===== config.mk =====
export PLATFORM = sky130hd
export DESIGN_NAME = aui_gen
export DESIGN_NICKNAME = d
export VERILOG_FILES = /design/src/rtl/aui_pkg.sv /design/src/rtl/aui_am_block.sv /design/src/rtl/aui_gen.sv
export SDC_FILE = /design/constraint.sdc
export NUM_CORES = 1
export LEC_CHECK = 0
export CORE_AREA = 4 4 202 204
export DETAILED_ROUTE_END_ITERATION = 12
export DIE_AREA = 0 0 206 208
export GPL_ROUTABILITY_DRIVEN = 0
export PLACE_DENSITY = 0.54
export SLEW_MARGIN = 5
export SYNTH_ARGS = -nofsm -noshare
export SYNTH_HDL_FRONTEND = slang
export SYNTH_SLANG_ARGS = --single-unit

===== constraint.sdc =====
create_clock -name clk -period 4.8 [get_ports clk]
set_clock_uncertainty 0.2 [all_clocks]
set_input_delay 0.96 -clock clk [delete_from_list [all_inputs] [get_ports clk]]
set_output_delay 0.96 -clock clk [all_outputs]
set_load 0.05 [all_outputs]

===== src/rtl/aui_pkg.sv =====
// Shared constants, block type and alignment-marker helper for the 1.6T AUI traffic source.
package aui_pkg;

  localparam int BITS_BLOCK   = 257;
  localparam int NUMBER_LANES = 16;
  localparam logic [27:0] AM_BASE = 28'hC168210;

  typedef logic [BITS_BLOCK-1:0] block_t;

  function automatic logic [31:0] am_marker(input logic [3:0] lane);
    return {AM_BASE, lane};
  endfunction

endpackage


===== src/rtl/aui_am_block.sv =====
// Combinational alignment-marker block for one flow: header 0, eight 32-bit markers
// for PCS lanes 2k+flow (even lanes on flow 0, odd lanes on flow 1).
module aui_am_block
  import aui_pkg::*;
(
  input  logic   i_flow,
  output block_t o_block
);

  always_comb begin
    o_block = '0;
    for (int k = 0; k < NUMBER_LANES/2; k++) begin
      o_block[32*k+1 +: 32] = am_marker({k[2:0], i_flow});
    end
  end

endmodule


===== src/rtl/aui_gen.sv =====
// 1.6T AUI traffic source: two 257-bit flows with a periodic AM block.
// Define AUI_PRBS_EN to take the data payload from a PRBS31 LFSR instead of the counter.
module aui_gen
  import aui_pkg::*;
#(
  parameter int AM_PERIOD = 16
) (
  input  logic         clk,
  input  logic         rst,
  output logic [3:0]   hexa_output,
  output logic [256:0] o_flow_0,
  output logic [256:0] o_flow_1
);

  localparam logic [15:0] POS_LAST = 16'(AM_PERIOD - 1);

  logic [15:0] r_pos;
  block_t      w_am_0;
  block_t      w_am_1;
  block_t      w_data_0;
  block_t      w_data_1;

  aui_am_block u_am_0 (.i_flow(1'b0), .o_block(w_am_0));
  aui_am_block u_am_1 (.i_flow(1'b1), .o_block(w_am_1));

`ifdef AUI_PRBS_EN
  logic [30:0]  r_lfsr;
  logic [30:0]  w_lfsr_next;
  logic [511:0] w_prbs;

  // Serial x^31+x^28+1 unrolled: 512 output bits, state advanced by 256 of them.
  always_comb begin
    logic [30:0] s;
    logic        fb;
    s      = r_lfsr;
    w_prbs = '0;
    for (int i = 0; i < 512; i++) begin
      fb        = s[30] ^ s[27];
      w_prbs[i] = fb;
      s         = {s[29:0], fb};
    end
    w_lfsr_next = '0;
    for (int j = 0; j < 31; j++) begin
      w_lfsr_next[j] = w_prbs[255-j];
    end
  end

  assign w_data_0 = {w_prbs[255:0],   1'b1};
  assign w_data_1 = {w_prbs[511:256], 1'b1};

  always_ff @(posedge clk) begin
    if (!rst) begin
      r_lfsr <= '1;
    end else if (r_pos != '0) begin
      r_lfsr <= w_lfsr_next;
    end
  end
`else
  logic [63:0] r_d;

  assign w_data_0 = {r_d + 64'd3, r_d + 64'd2, r_d + 64'd1, r_d,         1'b1};
  assign w_data_1 = {r_d + 64'd7, r_d + 64'd6, r_d + 64'd5, r_d + 64'd4, 1'b1};

  always_ff @(posedge clk) begin
    if (!rst) begin
      r_d <= '0;
    end else if (r_pos != '0) begin
      r_d <= r_d + 64'd8;
    end
  end
`endif

  always_ff @(posedge clk) begin
    if (!rst) begin
      r_pos       <= '0;
      o_flow_0    <= '0;
      o_flow_1    <= '0;
      hexa_output <= '0;
    end else begin
      r_pos       <= (r_pos == POS_LAST) ? 16'd0 : r_pos + 16'd1;
      hexa_output <= r_pos[3:0];
      if (r_pos == '0) begin
        o_flow_0 <= w_am_0;
        o_flow_1 <= w_am_1;
      end else begin
        o_flow_0 <= w_data_0;
        o_flow_1 <= w_data_1;
      end
    end
  end

endmodule


---- Word-level counts from Yosys, hierarchy flattened ----
Index checks and enable logic that the tools add are counted.
word-level totals
  bits in registers ....................... 598
  input bits .............................. 2
  output and inout bits ................... 518
  logic and storage cells ................. 24
operators by class
  $add $sub $neg .......................... 9
  equal/unequal tests ..................... 1
  muxes and demuxes ....................... 2
  bitwise operators ....................... 1
  reduce and logical (&&, ||, !) cells .... 4
operator list
  kind                   count
  $mux 257               2
  $add 64x3->64 const B  4
  $add 64x2->64 const B  2
  $add 64x1->64 const B  1
  $add 64x4->64 const B  1
  $add 16x1->16 const B  1
  $eq 16x4->1 const B    1
  $logic_not 16->1       1
  $reduce_bool 16->1     1
  $reduce_or 2->1        2
  $not 1->1              1

---- Longest topological paths before layout ----
Gate-level depths: netlist of run 1.
  depth in word-level cells ............... 2
  mapped depth ............................ 9

---- By module ----
A second synthesis of run 1 with hierarchy kept.
unflattened totals
  cell total of the unflattened synthesis .. 2694
  area total of the unflattened synthesis .. 23203.5 µm²
by module, submodules not included
  module        times used  cells an instance  area each (µm²)
  aui_gen       1           2176               19329.8
  aui_am_block  2           259                1936.9

---- Least setup slack after synthesis of run 1 ----
OpenSTA, ideal clock, no wires.
  kind .................................... flip-flop to flip-flop
  from .................................... register r_pos[9]
  to ...................................... register o_flow_1[199]
  library setup time ...................... 0.115 ns
  arrival ................................. 2.179 ns
  data required time ...................... 4.485 ns
  path slack .............................. 2.305 ns
  stages on the path, launching flop included .. 8
  path buffers ............................ 4
  period minus slack after synthesis ...... 2.495 ns
  cells stage by stage .................... dfxtp_1 or4_1 clkbuf_1 or4_1 clkbuf_1 clkbuf_1 clkbuf_1 and3_1
on the way
  word-level cells in the longest chain between the ends .. 2
RTL lines
  element                           line           source
  from (decl)                       aui_gen.sv:17  logic [15:0] r_pos;
  from (signal assigned)            aui_gen.sv:80  r_pos <= (r_pos == POS_LAST) ? 16'd0 : r_pos + 16'd1;
  $logic_not 16->1                  aui_gen.sv:82  if (r_pos == '0) begin
  $reduce_or 2->1 (no source line)  -
  to (signal assigned)              aui_gen.sv:84  o_flow_1 <= w_am_1;
  to (signal assigned)              aui_gen.sv:87  o_flow_1 <= w_data_1;
  to (decl)                         aui_gen.sv:12  output logic [256:0] o_flow_1
Every way passes these cells.
A chain may end at the register's enable or synchronous reset.

==> impl_summary.log, run 1 <==
[metrics] number of nets at the end of the flow: 1140
[metrics] uppermost layer routed: met4
[metrics] leading post-synthesis cells by instance count: 445 x sky130_fd_sc_hd__buf_4, 150 x sky130_fd_sc_hd__dfxtp_1, 102 x sky130_fd_sc_hd__nor2_1
[metrics] Cell variety after synth: 43
[metrics] cell row count: 73
[metrics] die height: between 200 and 250 um
[metrics] post-synth top area cell: sky130_fd_sc_hd__buf_4
[metrics] setup repair after global routing missed its margin: false
[metrics] detailed-routed wire length on met3: 1440 um
[metrics] met2 WL: 13100 um
[metrics] kind of cell adding the most delay to the critical path: buffers and inverters
[metrics] Crit path buffers/inverters: 1
[metrics] critical path peak fanout: 8
[metrics] endpoint kind of the worst setup timing path: output pin
[metrics] largest family of logic cells by synthesized area: buffers and inverters
[metrics] most frequently used flop master after synthesis: sky130_fd_sc_hd__dfxtp_1
[metrics] leading cell type by number of instances after synthesis: sky130_fd_sc_hd__buf_4
[metrics] final non-filler cell area: 12000 sq um
[metrics] Reg2Reg Launch Point: r_pos[9]
[metrics] endpoint with the worst hold slack: r_pos[0]
[metrics] type of the setup path with the least slack: reg2out
[metrics] top area cells in the synthesized netlist: sky130_fd_sc_hd__buf_4 37%, sky130_fd_sc_hd__dfxtp_1 33%, sky130_fd_sc_hd__nor2_1 4.2%, sky130_fd_sc_hd__and3_1 3.3%, sky130_fd_sc_hd__xor2_1 2.4%
[metrics] launch instance of the worst min-delay path: r_pos[0]
[metrics] share of synthesized registers carrying an async set or reset: 0%
[metrics] DRC errors left: 0
[metrics] xor and xnor area share after synthesis: 4.66%
[metrics] initial core utilization: 22.9%
[metrics] DRT iter0 DRCs: 285
[metrics] worst-case clock buffer depth: 2
[metrics] r2r setup slk: 1770 ps
[metrics] post-place instance area: 11400 sq um
[metrics] number of gates given a new drive strength after cts: 0
[metrics] CTS tree: done
[metrics] TritonCTS Buffers: 17
[metrics] type of origin of the critical path: flip-flop
[metrics] period utilisation layout: roughly two thirds
[metrics] highest ir drop seen on vdd: 0.262 mV
[metrics] layout cells sized above 1: 4.53%
[metrics] routed length on met1: 11000 um
[metrics] I/O Buffers: 511
[metrics] number of global-route vias before repair: between 6000 and 7000
[metrics] number of post-CTS setup repair buffers: 0
[metrics] max_slew headroom: 40.5%
[metrics] synthesized netlist cell count: about 1100
[metrics] Min Clock Period, post-route: 3140 ps
[metrics] crit path DAT: 1980 ps
[metrics] maximum number of pins on one net before global-route repair: 54
[metrics] number of stages on the worst hold path: 1
[metrics] sequential cell area fraction in the yosys report: 33.3%
[metrics] mux cell area share after synthesis: 0.333%
[metrics] final hold viol count: 0
[metrics] type of the worst min-delay path: reg2reg
[metrics] post-synthesis cell area: 9010 sq um
[metrics] Die Outline Area: 42800 sq um
[metrics] final total negative setup slack: 0 ps
[metrics] cells along the critical path: clkdlybuf4s50_1
[metrics] total number of yosys warnings: 0
[metrics] antenna violations before repair: 0
[metrics] Vias: 6533
[metrics] Max Fclk: 318 MHz
[metrics] Lkg Pwr: 0.00418 uW
[metrics] Required @ worst endpoint: approximately 3600 ps
[metrics] slew at the pin closest to its max-slew limit: 886 ps
[metrics] Total Routing Usage GR: 11.3%
[metrics] synthesized-area fraction occupied by and/or/nand/nor cells: a little under a fifth
[metrics] Core Footprint: 39300 sq um
[metrics] Worst path slowest cell: sky130_fd_sc_hd__clkdlybuf4s50_1
[metrics] per-cell via count in the routed design: 3.90
[metrics] Synth top area share: 37.1%
[metrics] drt pass-1 iters: 4
[metrics] syn avg cell area: 8.41 sq um
[metrics] number of enable-type register cells in the synthesized netlist: 0
[metrics] global-route wire length before repair: 38200 um
[metrics] Worst path max stage delay: 970 ps
[metrics] Sink Count: 150
[metrics] outcome: completed
[metrics] wire length reported by the detailed router: 25800 um
[metrics] remaining global-route overflow: 0
[metrics] routed wire length per instance: ~15 um
[metrics] CTS clk-pin slew, worst paths: 70 ps
[metrics] die outline width: 206 um
[metrics] fin. max-slew vios: 0
[metrics] post-synthesis adder-cell area fraction: 0.416%
[metrics] fraction of the mapped netlist area in compound gates: 3.18%
[metrics] CTS Root Buffer Type: sky130_fd_sc_hd__clkbuf_16
[metrics] detailed placement HPWL: 19500 um
[metrics] CTS Hold Bufs: 0
[metrics] Yosys reg bits: 150
[metrics] number of primary I/O pins: 520
[metrics] remaining number of nets flagged by the antenna check after routing: 0
[metrics] worst reg2reg path depth: 6
[metrics] clock latency at the later pin of the worst-skew pair: 430 ps
[metrics] Pwr per Cell Area: 311 nW/um^2
[metrics] Area Overhead vs Synth: 33.2%
[metrics] Setup violations, final: 0
[metrics] MaxCap Viol Count: 0
[metrics] maximum level of the CTS H-tree: 4
[metrics] destination of the worst register-to-register timing path: r_d[48]
-- cell type report --
class                   count  area [sq um]
repair buffers            519          5170
diodes                      1          2.50
fillers                  4079         27300
clock buffers              19           443
clock inverters            13           169
well taps                 525           657
flip-flops and latches    150          3000
inverters                  12          45.0
multi-input cells         435          2520
-- cells in the final DEF (no fill, tap or decap), types with 3 or more instances in the layout --
cell type | netlist | routed
sky130_fd_sc_hd__clkdlybuf4s50_1 | 0 | 510
sky130_fd_sc_hd__dfxtp_1 | 150 | 150
sky130_fd_sc_hd__nor2_1 | 102 | 102
sky130_fd_sc_hd__and3_1 | 48 | 48
sky130_fd_sc_hd__nand2_1 | 37 | 37
sky130_fd_sc_hd__nand3_1 | 29 | 29
sky130_fd_sc_hd__xor2_1 | 25 | 25
sky130_fd_sc_hd__a21oi_1 | 24 | 24
sky130_fd_sc_hd__xnor2_1 | 23 | 23
sky130_fd_sc_hd__nand4_1 | 21 | 21
sky130_fd_sc_hd__nor3_1 | 19 | 19
sky130_fd_sc_hd__nor4_1 | 17 | 17
sky130_fd_sc_hd__clkbuf_16 | 0 | 17
sky130_fd_sc_hd__or3_1 | 13 | 13
sky130_fd_sc_hd__o21ai_0 | 13 | 13
sky130_fd_sc_hd__or4_1 | 13 | 12
sky130_fd_sc_hd__inv_1 | 11 | 11
sky130_fd_sc_hd__conb_1 | 1 | 8
sky130_fd_sc_hd__buf_4 | 445 | 8
sky130_fd_sc_hd__o31ai_1 | 6 | 6
sky130_fd_sc_hd__nand4b_1 | 5 | 5
sky130_fd_sc_hd__and4_1 | 3 | 3
sky130_fd_sc_hd__and2_1 | 3 | 3
sky130_fd_sc_hd__nand2b_1 | 3 | 3
sky130_fd_sc_hd__mux2i_1 | 3 | 3
sky130_fd_sc_hd__ha_1 | 3 | 3
sky130_fd_sc_hd__inv_6 | 0 | 3
sky130_fd_sc_hd__bufinv_16 | 0 | 3
sky130_fd_sc_hd__clkinvlp_4 | 0 | 3
-- metal layers --
layer / track usage [%] / up-vias
met5: 0 / -
met4: 2.94 / 0
met3: 2.03 / 16
met2: 20.2 / 275
met1: 13.9 / 3044
li1: - / 3198
-- how the worst max path moves through the flow --
stage / from / end / slack, ps / cells after the start
4_1_cts: o_flow_0[206] / o_flow_1[78] / 1560 / 1
6_report: o_flow_0[206] / o_flow_1[78] / 1660 / 1
3_5_place_dp: r_pos[9] / r_d[48] / 1760 / 6
3_3_place_gp: r_pos[9] / r_d[48] / 1800 / 6
2_1_floorplan: r_pos[9] / o_flow_1[199] / 2310 / 7
5_1_grt: o_flow_0[206] / o_flow_1[78] / 1560 / 1
-- sequential cells by signal (all words and copies together) (netlist names) --
signal	count
hexa_output	4
o_flow_0	23
r_d	61
r_pos	16
o_flow_1	46
-- metrics by stage --
| stage | cells | total power [uW] | hold WS (ps) | worst slack (ps) | utilization [%] |
|---|---|---|---|---|---|
| global placement | 1641 | 2360 | 243 | 1800 | 29.0 |
| global route | 1673 | 3880 | 299 | 1560 | 30.6 |
| detailed placement | 1641 | 2350 | 250 | 1760 | 29.0 |
| finish | 1674 | 3730 | 264 | 1660 | 30.6 |
| CTS | 1673 | 3800 | 265 | 1560 | 30.6 |
| floorplan | 1078 | 2180 | 230 | 2310 | - |
-- report_power, final --
part	switching, uW	leakage (uW)	total (uW)	internal, uW
combinational	720	0.00267	992	272
clock	574	0.000292	1410	840
sequential	52.5	0.00122	1330	1280
-- cell families after synthesis --
group / Yosys count
AOI/OAI and AO/OA: 49
xor gates and xnor gates: 48
adders and majority gates: 3
buffers and inverters: 493
DFF: 150
muxes: 3
other: 1
and+or+nand+nor: 324
No activity file was read; power rests on OpenSTA's default activity.
==> inputs of run 2 (changes only) <==
- CORE_AREA: 4 4 202 204 -> 4 4 203 205
- DIE_AREA: 0 0 206 208 -> 0 0 207 209
- PLACE_DENSITY: 0.54 -> 0.56
- clock period: 4.8 -> 2.7 ns (I/O delays scaled with it)
==> impl_summary.log, run 2 (synthesized netlist as in run 1, its figures left out) <==
[metrics] outcome: completed
[metrics] routed wire length per instance: 15.7 um (+1.9%)
[metrics] remaining global-route overflow: 0 (unchanged)
[metrics] number of stages on the worst hold path: 1 (unchanged)
[metrics] Required @ worst endpoint: 1960 ps (-1680 ps)
[metrics] cells along the critical path: clkdlybuf4s50_1
[metrics] die outline width: 207 um (+0.49%)
[metrics] initial core utilization: 22.8% (-0.11 points)
[metrics] Worst path max stage delay: 890 ps (-80 ps)
[metrics] Max Fclk: about 380 MHz
[metrics] fin. max-slew vios: 0 (unchanged)
[metrics] die height: 209 um (+0.48%)
[metrics] per-cell via count in the routed design: 3.94 (+0.84%)
[metrics] DRT iter0 DRCs: 292 (+2.5%)
[metrics] Largest register FFs: 61 (unchanged)
[metrics] drt pass-1 iters: 5 (+1)
[metrics] kind of cell adding the most delay to the critical path: buffers and inverters
[metrics] remaining number of nets flagged by the antenna check after routing: 0 (unchanged)
[metrics] GR Layer Usage met2: 20.7% (+0.47 points)
[metrics] Pwr per Cell Area: 524 nW/um^2 (+69%)
[metrics] CTS clk-pin slew, worst paths: 60 ps (about the same)
[metrics] worst reg2reg path depth: 8 (+2)
[metrics] Core Footprint: 39500 sq um (+0.46%)
[metrics] global-route wire length before repair: 39900 um (+4.4%)
[metrics] MaxCap Viol Count: 0 (unchanged)
[metrics] antenna cell count: 0 (-1)
[metrics] final hold viol count: 0 (unchanged)
[metrics] CTS tree: done
[metrics] CTS Hold Bufs: 0 (unchanged)
[metrics] M1 GR Usage: 13.4% (-0.49 points)
[metrics] fillers: 4146 (+1.6%)
[metrics] Worst path slowest cell: sky130_fd_sc_hd__clkdlybuf4s50_1
[metrics] highest ir drop seen on vdd: 0.348 mV (+33%)
[metrics] M3 GR Usage: 3.17% (+1.1 points)
[metrics] number of nets at the end of the flow: 1181 (+3.6%)
[metrics] number of post-CTS setup repair buffers: 0 (unchanged)
[metrics] Lkg Pwr: 0.00455 uW (+8.8%)
[metrics] final total negative setup slack: 0 ps (unchanged)
[metrics] worst-case clock buffer depth: 2 (unchanged)
[metrics] Setup violations, final: 0 (unchanged)
[metrics] slew at the pin closest to its max-slew limit: 790 ps (-96.5 ps)
[metrics] layout cells sized above 1: 8.66% (+4.1 points)
[metrics] maximum number of pins on one net before global-route repair: 54 (unchanged)
[metrics] critical path peak fanout: 8 (unchanged)
[metrics] total power draw: 6440 uW (+73%)
[metrics] antenna violations before repair: 0 (unchanged)
[metrics] number of primary I/O pins: 520 (unchanged)
[metrics] wire length reported by the detailed router: 27000 um (+4.3%)
[metrics] crit path DAT: 1880 ps (-100 ps)
[metrics] destination of the worst register-to-register timing path: r_d[26]
[metrics] cell row count: 73 (unchanged)
[metrics] clock latency at the later pin of the worst-skew pair: 430 ps (about the same)
[metrics] launch instance of the worst min-delay path: r_pos[0]
[metrics] Worst Hold Slack: 261 ps (-3.14 ps)
[metrics] max_slew headroom: 46.9% (+6.4 points)
[metrics] most frequent standard cell in the layout excluding fill and tap cells: sky130_fd_sc_hd__clkdlybuf4s50_1
[metrics] Total Routing Usage GR: 11.5% (+0.16 points)
[metrics] TritonCTS Buffers: 17 (unchanged)
[metrics] min setup slack post-route: 84.9 ps (-1570 ps)
[metrics] register containing the most flip-flops in the final layout: r_d
[metrics] endpoint with the worst hold slack: r_pos[0]
[metrics] CTS Root Buffer Type: sky130_fd_sc_hd__clkbuf_16
[metrics] endpoint kind of the worst setup timing path: output pin
[metrics] Vias: 6745 (+3.2%)
[metrics] Crit path buffers/inverters: 1 (unchanged)
[metrics] period utilisation layout: 96.9%
[metrics] type of the setup path with the least slack: reg2out
[metrics] Sink Count: 150 (unchanged)
[metrics] r2r setup slk: 120 ps (-1650 ps)
[metrics] type of the worst min-delay path: reg2reg
[metrics] Largest regs: r_d (61), o_flow_1 (46), o_flow_0 (23)
[metrics] Reg2Reg Launch Point: r_pos[0]
[metrics] type of origin of the critical path: flip-flop
[metrics] Die Outline Area: 43300 sq um (+0.97%)
[metrics] setup slack after placement: 116 ps (-1640 ps)
[metrics] I/O Buffers: 511 (unchanged)
[metrics] grt peak-use layer: met2
[metrics] most frequent cells in the layout: 484 x sky130_fd_sc_hd__clkdlybuf4s50_1, 150 x sky130_fd_sc_hd__dfxtp_1, 102 x sky130_fd_sc_hd__nor2_1
[metrics] Area Overhead vs Synth: 36.3%
[metrics] DRC errors left: 0 (unchanged)
[metrics] setup repair after global routing missed its margin: false
[metrics] maximum level of the CTS H-tree: 4 (unchanged)
[metrics] number of global-route vias before repair: 6560 (+4.5%)
[metrics] Min Clock Period, post-route: around 2600 ps
[metrics] detailed placement HPWL: 20600 um (+5.4%)
==> run 2: layout make-up <==
class                   instances  area, sq um  share of cell area (%)
flip-flops and latches        150         3000                    24.4
repair buffers                560         5500                    44.7
clock buffers                  19          433                    3.52
inverters                      12         45.0                   0.367
multi-input cells             435         2530                    20.6
clock inverters                13          126                    1.03
well taps                     525          657                    5.35
==> run 2: where the power goes <==
group,switching [uW],leakage [uW],internal (uW)
combinational,1290,0.00306,504
clock,1020,0.000265,1280
sequential,83.4,0.00122,2270
==> run 2: repair_timing <==
action / in CTS / in global routing
setup endpoints to repair: 12 / 12
hold endpoints to repair: 0 / 0
gates resized for setup: 9 / 8
==> run 2: worst max path at each step <==
stage                             start       endpoint  slack [ps]  cells past startpoint
after floorplan                r_pos[9]  o_flow_1[199]         210                      7
after global placement         r_pos[0]        r_d[26]         140                      8
after detailed placement       r_pos[0]        r_d[26]         120                      8
after CTS                 o_flow_0[206]  o_flow_1[142]           6                      1
after global routing      o_flow_1[218]   o_flow_0[90]           6                      1
final                     o_flow_1[219]  o_flow_0[219]          80                      1
==> run 2: per-stage QoR <==
| step | instance area [sq um] | std cells | utilization, % |
|---|---|---|---|
| 2_1_floorplan | 9040 | 1078 | - |
| 3_3_place_gp | 11700 | 1682 | 29.7 |
| 3_5_place_dp | 11700 | 1682 | 29.7 |
| 4_1_cts | 12300 | 1714 | 31.1 |
| 5_1_grt | 12300 | 1714 | 31.1 |
| 6_report | 12300 | 1714 | 31.1 |
==> run 2: routing by layer <==
| metal | up-vias | part of all wire [%] |
|---|---|---|
| li1 | 3266 | - |
| met1 | 3166 | 42 |
| met2 | 293 | 51 |
| met3 | 20 | 6.0 |
| met4 | 0 | 1.3 |
| met5 | - | 0 |
==> run 2: worst register-to-register path, stage by stage, from the launching register on <==
cell	delay (ps)
sky130_fd_sc_hd__dfxtp_1	340
sky130_fd_sc_hd__inv_1	90
sky130_fd_sc_hd__ha_1	150
sky130_fd_sc_hd__or3b_2	460
sky130_fd_sc_hd__or4_2	660
sky130_fd_sc_hd__buf_12	230
sky130_fd_sc_hd__nand4b_1	130
sky130_fd_sc_hd__xor2_1	150
sky130_fd_sc_hd__nor2_1	50
